$ cat src/rtl/branch_redirect_pkg.sv
// Shared widths, branch opcode encoding and redirect bus layout for the
// execute-stage branch resolution unit.
package branch_redirect_pkg;

    localparam int unsigned RegW  = 32;
    localparam int unsigned BrOpW = 4;

    localparam logic [RegW-1:0] LoongPcStartAddr = 32'h1c00_0000;

    // Branch opcodes; codes 10..15 are treated as BrNone.
    localparam logic [BrOpW-1:0] BrNone = 4'd0;
    localparam logic [BrOpW-1:0] BrBeq  = 4'd1;
    localparam logic [BrOpW-1:0] BrBne  = 4'd2;
    localparam logic [BrOpW-1:0] BrBlt  = 4'd3;
    localparam logic [BrOpW-1:0] BrBge  = 4'd4;
    localparam logic [BrOpW-1:0] BrBltu = 4'd5;
    localparam logic [BrOpW-1:0] BrBgeu = 4'd6;
    localparam logic [BrOpW-1:0] BrB    = 4'd7;
    localparam logic [BrOpW-1:0] BrBl   = 4'd8;
    localparam logic [BrOpW-1:0] BrJirl = 4'd9;

    typedef enum logic [0:0] {
        StIdle,
        StPending
    } redir_state_e;

    typedef struct packed {
        logic            taken;
        logic [RegW-1:0] target;
    } jbr_bus_t;

    function automatic logic is_br_op(logic [BrOpW-1:0] op);
        return (op >= BrBeq) && (op <= BrJirl);
    endfunction

    function automatic logic is_link_op(logic [BrOpW-1:0] op);
        return (op == BrBl) || (op == BrJirl);
    endfunction

endpackage

$ cat src/rtl/branch_redirect_br_cond.sv
// Purely combinational LoongArch branch condition evaluator; shared with the
// predictor-check logic.
module branch_redirect_br_cond
    import branch_redirect_pkg::*;
(
    input  logic [BrOpW-1:0] op_i,
    input  logic [RegW-1:0]  rj_i,
    input  logic [RegW-1:0]  rd_i,
    output logic             cond_o
);

    logic eq;
    logic lt_s;
    logic lt_u;

    assign eq   = (rj_i == rd_i);
    assign lt_s = ($signed(rj_i) < $signed(rd_i));
    assign lt_u = (rj_i < rd_i);

    always_comb begin
        cond_o = 1'b0;
        case (op_i)
            BrBeq:  cond_o = eq;
            BrBne:  cond_o = ~eq;
            BrBlt:  cond_o = lt_s;
            BrBge:  cond_o = ~lt_s;
            BrBltu: cond_o = lt_u;
            BrBgeu: cond_o = ~lt_u;
            BrB,
            BrBl,
            BrJirl: cond_o = 1'b1;
            default: cond_o = 1'b0;
        endcase
    end

endmodule

$ cat src/rtl/branch_redirect.sv
// Execute-stage branch resolution: evaluates the condition, registers a pending
// redirect on jbr_bus_o until fetch consumes it, and flushes younger stages.
module branch_redirect
    import branch_redirect_pkg::*;
(
    input  logic             clk_i,
    input  logic             rst_i,
    input  logic             ex_valid_i,
    input  logic [BrOpW-1:0] ex_br_op_i,
    input  logic [RegW-1:0]  ex_pc_i,
    input  logic [RegW-1:0]  ex_rj_i,
    input  logic [RegW-1:0]  ex_rd_i,
    input  logic [RegW-1:0]  ex_offs_i,
    input  logic             ctl_if_allow_nxt_pc_i,
    output logic [RegW:0]    jbr_bus_o,
    output logic [RegW-1:0]  ex_link_o,
    output logic             ex_link_we_o,
    output logic             ex_br_busy_o,
    output logic             ex_flush_o,
    output logic             ex_ade_o
);

    redir_state_e    state_q, state_d;
    logic [RegW-1:0] tgt_q, tgt_d;
    logic            ade_q, ade_d;

    logic            cond;
    logic            fire;
    logic            pending;
    logic            aligned;
    logic [RegW-1:0] tgt_base;
    logic [RegW-1:0] tgt;
    jbr_bus_t        bus;

    branch_redirect_br_cond u_br_cond (
        .op_i   (ex_br_op_i),
        .rj_i   (ex_rj_i),
        .rd_i   (ex_rd_i),
        .cond_o (cond)
    );

    // Carry out of the add is intentionally dropped: targets wrap mod 2^32.
    assign tgt_base = (ex_br_op_i == BrJirl) ? ex_rj_i : ex_pc_i;
    assign tgt      = tgt_base + ex_offs_i;
    assign aligned  = (tgt[1:0] == 2'b00);

    assign pending      = (state_q == StPending);
    assign ex_br_busy_o = pending & ~ctl_if_allow_nxt_pc_i;
    assign ex_flush_o   = pending & ctl_if_allow_nxt_pc_i;
    assign fire         = ex_valid_i & cond & ~ex_br_busy_o;

    assign ex_link_o    = ex_pc_i + 32'd4;
    assign ex_link_we_o = ex_valid_i & is_link_op(ex_br_op_i);

    always_comb begin
        state_d = state_q;
        tgt_d   = tgt_q;
        ade_d   = 1'b0;
        case (state_q)
            StIdle: begin
                if (fire) begin
                    if (aligned) begin
                        tgt_d   = tgt;
                        state_d = StPending;
                    end else begin
                        ade_d = 1'b1;
                    end
                end
            end
            StPending: begin
                // Consumption and a new fire on the same edge chain back-to-back.
                if (ctl_if_allow_nxt_pc_i) begin
                    state_d = StIdle;
                    if (fire) begin
                        if (aligned) begin
                            tgt_d   = tgt;
                            state_d = StPending;
                        end else begin
                            ade_d = 1'b1;
                        end
                    end
                end
            end
            default: state_d = StIdle;
        endcase
    end

    always_ff @(posedge clk_i) begin
        if (rst_i) begin
            state_q <= StIdle;
            tgt_q   <= '0;
            ade_q   <= 1'b0;
        end else begin
            state_q <= state_d;
            tgt_q   <= tgt_d;
            ade_q   <= ade_d;
        end
    end

    always_comb begin
        bus.taken  = pending;
        bus.target = pending ? tgt_q : '0;
    end

    assign jbr_bus_o = bus;
    assign ex_ade_o  = ade_q;

`ifndef SYNTHESIS
    // A branch in EX while busy is a pipeline protocol violation; it is dropped.
    br_while_busy: assert property (@(posedge clk_i) disable iff (rst_i)
        !(ex_valid_i && ex_br_busy_o && is_br_op(ex_br_op_i)))
        else $warning("branch presented in EX while redirect busy; ignored");

    busy_holds_tgt: assert property (@(posedge clk_i) disable iff (rst_i)
        ex_br_busy_o |=> $stable(tgt_q));
`endif

endmodule

$ cat config.mk
export PLATFORM = sky130hd
export DESIGN_NAME = branch_redirect
export DESIGN_NICKNAME = d
export VERILOG_FILES = /design/src/rtl/branch_redirect_pkg.sv /design/src/rtl/branch_redirect_br_cond.sv /design/src/rtl/branch_redirect.sv
export SDC_FILE = /design/constraint.sdc
export NUM_CORES = 1
export LEC_CHECK = 0
export ABC_AREA = 1
export BUFFER_PORTS_ARGS = -buffer_cell sky130_fd_sc_hd__buf_2
export CORE_MARGIN = 1.5
export CORE_UTILIZATION = 25
export CTS_BUF_LIST = sky130_fd_sc_hd__clkbuf_8
export DETAILED_ROUTE_END_ITERATION = 16
export GPL_ROUTABILITY_DRIVEN = 1
export HOLD_SLACK_MARGIN = 0.06
export PLACE_DENSITY = 0.51
export SLEW_MARGIN = 10
export SYNTH_ARGS = -nofsm -noshare
export SYNTH_HDL_FRONTEND = slang
export SYNTH_HIERARCHICAL = 1
export SYNTH_SLANG_ARGS = --single-unit
export TNS_END_PERCENT = 20
$ cat constraint.sdc
create_clock -name clk_i -period 6.5 [get_ports clk_i]
set_clock_uncertainty 0.05 [all_clocks]
set_input_delay 0.325 -clock clk_i [delete_from_list [all_inputs] [get_ports clk_i]]
set_output_delay 0.325 -clock clk_i [all_outputs]
set_load 0.02 [all_outputs]
==> results.sh <==
export IMPL_cts_root_buf="clkbuf_8"
export IMPL_place_congestion=0.895
export IMPL_port_buffers=204
export IMPL_cts_setup_buffers=0
export IMPL_rr_worst_depth=9
export IMPL_via_per_inst=4.34
export IMPL_maxSlewViolCount=0
export IMPL_grt_usage=0.166
export IMPL_critPathKind="primary input to register"
export IMPL_rows=56
export IMPL_setup_viol=0
export IMPL_outcome="completed"
export IMPL_max_stage_delay_ns=0.53
export IMPL_ios=205
export IMPL_crit_slowest_cell="o21ai_0"
export IMPL_crit_chain="buf_2 > inv_1 > nor2_1 > nand3_2 > o21ai_0 > inv_1 > fa_1 > nand2_1 > nor2_2 > buf_4 > inv_1 > o21ai_0 > inv_1"
export IMPL_grt_max_degree=51
export IMPL_hold_violations=0
export IMPL_tns_ns=0
export IMPL_grt_antenna_before_repair=1
export IMPL_grt_pass1_wl_um=33800
export IMPL_cp_arrival_ns=3.61
export IMPL_dr_pass1_iters=4
export IMPL_drive_above_1_share=0.202
export IMPL_path_clk_slew_ns=0.07
export IMPL_ys_types=36
export IMPL_critPathLaunchType="primary input"
export IMPL_grt_pass1_vias=6705
export IMPL_ant_nets=0
export IMPL_min_path_type="primary input to register"
export IMPL_ys_warn_count=6
export IMPL_dp_final_hpwl_um=18700
export IMPL_vdd_drop_max_v=0.0000591
export IMPL_htree_levels=2
export IMPL_finalCritPeriodShare=0.534
export IMPL_ys_seq_area_frac=0.112
export IMPL_dieArea_mm2=0.0253
export IMPL_hold_buffers=0
export IMPL_fin_util=0.318
export IMPL_finalNetCount=1484
export IMPL_worst_slew_pin_slew_ns=0.960
export IMPL_clock_path_buffers=2
export IMPL_synth_nets=1291
export IMPL_hold_depth=2
export IMPL_numCtsBuffers=5
export IMPL_reg2reg_from="pending"
export IMPL_cpMostUsedCell="inv_1"
export IMPL_drtIter0Drc=304
export IMPL_coreArea_mm2=0.0237
export IMPL_die_x_um=159
export IMPL_syn_to_final_growth_pct=23.8
export IMPL_max_cap_violations=0
export IMPL_p_per_area_mw_per_mm2=114
export IMPL_gr_total_overflow=0
export IMPL_ys_ff_latch=34
export IMPL_initial_utilization=0.257
export IMPL_die_h_um=159
export IMPL_worstPathMaxFanout=50
export IMPL_hold_start="rst_i"
export IMPL_hold_path_endpoint="tgt_q[2]"
export IMPL_clk_latency_ns=0.29
export IMPL_avgSynthCellArea_um2=5.59
export IMPL_syn_inst=1087
export IMPL_clkSinkCount=34
export IMPL_drcViolationCount=0
export IMPL_post_route_min_period_ns=3.47
export IMPL_finalWirelength_um=21300
export IMPL_relSlewSlack=0.359
export IMPL_crit_path_end_kind="register"
export IMPL_tritoncts="yes"
export IMPL_cts_resized=0
export IMPL_synth_area_mm2=0.00608
export IMPL_rsz0062_at_grt="false"
export IMPL_r2r_end="tgt_q[4]"
export IMPL_critical_path_required_ns=6.64
export IMPL_r2r_slack_ns=4.49
export IMPL_fmax_ghz=0.288
export IMPL_p_leak_uw=0.00481
export IMPL_wl_per_cell_um=13.3
export IMPL_vias=6952
## worst max path at each step
stage / end / start / cells past startpoint
finish: tgt_q[4] / ex_br_op_i[3] / 13
global placement: tgt_q[4] / ex_br_op_i[2] / 12
CTS: tgt_q[4] / ex_br_op_i[3] / 13
detailed placement: tgt_q[4] / ex_br_op_i[3] / 13
global route: tgt_q[8] / ex_br_op_i[3] / 13
floorplan: tgt_q[16] / ex_br_op_i[3] / 14
## registers in the layout (all words and copies together) (netlist names)
| name | flops |
|---|---|
| tgt_q | 32 |
| ex_ade_o | 1 |
| pending | 1 |
## cell usage after synthesis
master / instances / area share
nand2_1: 341 / 0.21
inv_1: 253 / 0.16
nor2_1: 90 / 0.056
ha_1: 67 / 0.14
nand3_1: 59 / 0.049
a21oi_1: 52 / 0.043
dfxtp_1: 34 / 0.11
xor2_1: 29 / 0.042
o21ai_0: 22 / 0.018
mux2_2: 17 / 0.032
o21a_1: 16 / 0.020
o21bai_1: 14 / 0.017
nand4_1: 13 / 0.013
nor3_1: 13 / 0.011
clkbuf_1: 11 / 0.0068
xnor2_1: 11 / 0.016
nand2_2: 7 / 0.0072
buf_2: 6 / 0.0049
nor2_2: 6 / 0.0062
nor2_4: 4 / 0.0074
buf_4: 3 / 0.0037
a21o_1: 2 / 0.0025
a21oi_2: 2 / 0.0029
nand3_2: 2 / 0.0033
nor4_1: 2 / 0.0021
and2_1: 1 / 0.0010
buf_1: 1 / 0.00062
fa_1: 1 / 0.0033
nand3b_1: 1 / 0.0012
nand4_4: 1 / 0.0035
nor3_2: 1 / 0.0016
nor3_4: 1 / 0.0027
nor3b_4: 1 / 0.0031
o211ai_1: 1 / 0.0012
o21a_2: 1 / 0.0014
or2_2: 1 / 0.0010
## area by class of cell
class	instances	area [um^2]
inverters	253	950
well taps	319	399
clock buffers	6	82.6
multi-input cells	779	4350
clock inverters	2	8.76
fillers	2792	16200
diodes	1	2.50
repair buffers	207	1040
flip-flops and latches	34	681
## logic make-up (layout without fill, tap and decap cells)
family,count (synthesis),in the layout,share of synthesized area
adders and majority gates,68,68,0.141
muxes,17,17,0.0315
DFF,34,34,0.112
xor gates and xnor gates,40,40,0.0576
buffers and inverters,274,468,0.172
and+or+nand+nor,544,544,0.379
AOI/OAI and AO/OA,110,110,0.106
other,0,1,0
## power breakdown
part / switching [uW] / leakage [uW] / internal [uW]
logic: 293 / 0.00448 / 171
registers: 6.27 / 0.000276 / 220
clock network: 79.8 / 0.0000524 / 83.9
total: 380 / 0.00481 / 474
## critical path, delay by kind of cell
family,cells,cell delay (ns)
buffers and inverters,6,1.09
and+or+nand+nor,4,0.84
AOI/OAI and AO/OA,2,0.76
adders and majority gates,1,0.52
## layer usage
metal / global-route usage / vias up / share of wire / wire (um)
met1: 0.212 / 3075 / 0.47 / 9950
met4: 0.0176 / 0 / 0.0081 / 172
met5: 0 / - / 0 / 0
li1: - / 3695 / - / -
met2: 0.306 / 169 / 0.48 / 10300
met3: 0.0180 / 13 / 0.040 / 853
## cells in the final DEF (no fill, tap or decap), drive strengths merged, types with 6 or more instances in the layout
cell    instances
ha             67
mux2           17
nand2         348
dfxtp          34
o21a           17
xnor2          11
nor3           15
nand3          61
xor2           29
inv           254
clkbuf          6
nand4          14
buf           207
o21bai         14
a21oi          54
o21ai          22
nor2          100
## metrics by stage
step,hold WS [ns],setup slack [ns],power [uW],area (um^2),std cells
6_report,0.150,3.03,854,7520,1601
5_1_grt,0.157,2.73,935,7520,1601
4_1_cts,0.139,2.99,866,7520,1600
3_5_place_dp,0.402,2.69,698,7430,1592
3_3_place_gp,0.400,2.77,697,7430,1592
2_1_floorplan,0.344,3.66,538,6080,1087
(Power assumes the default switching activity.)
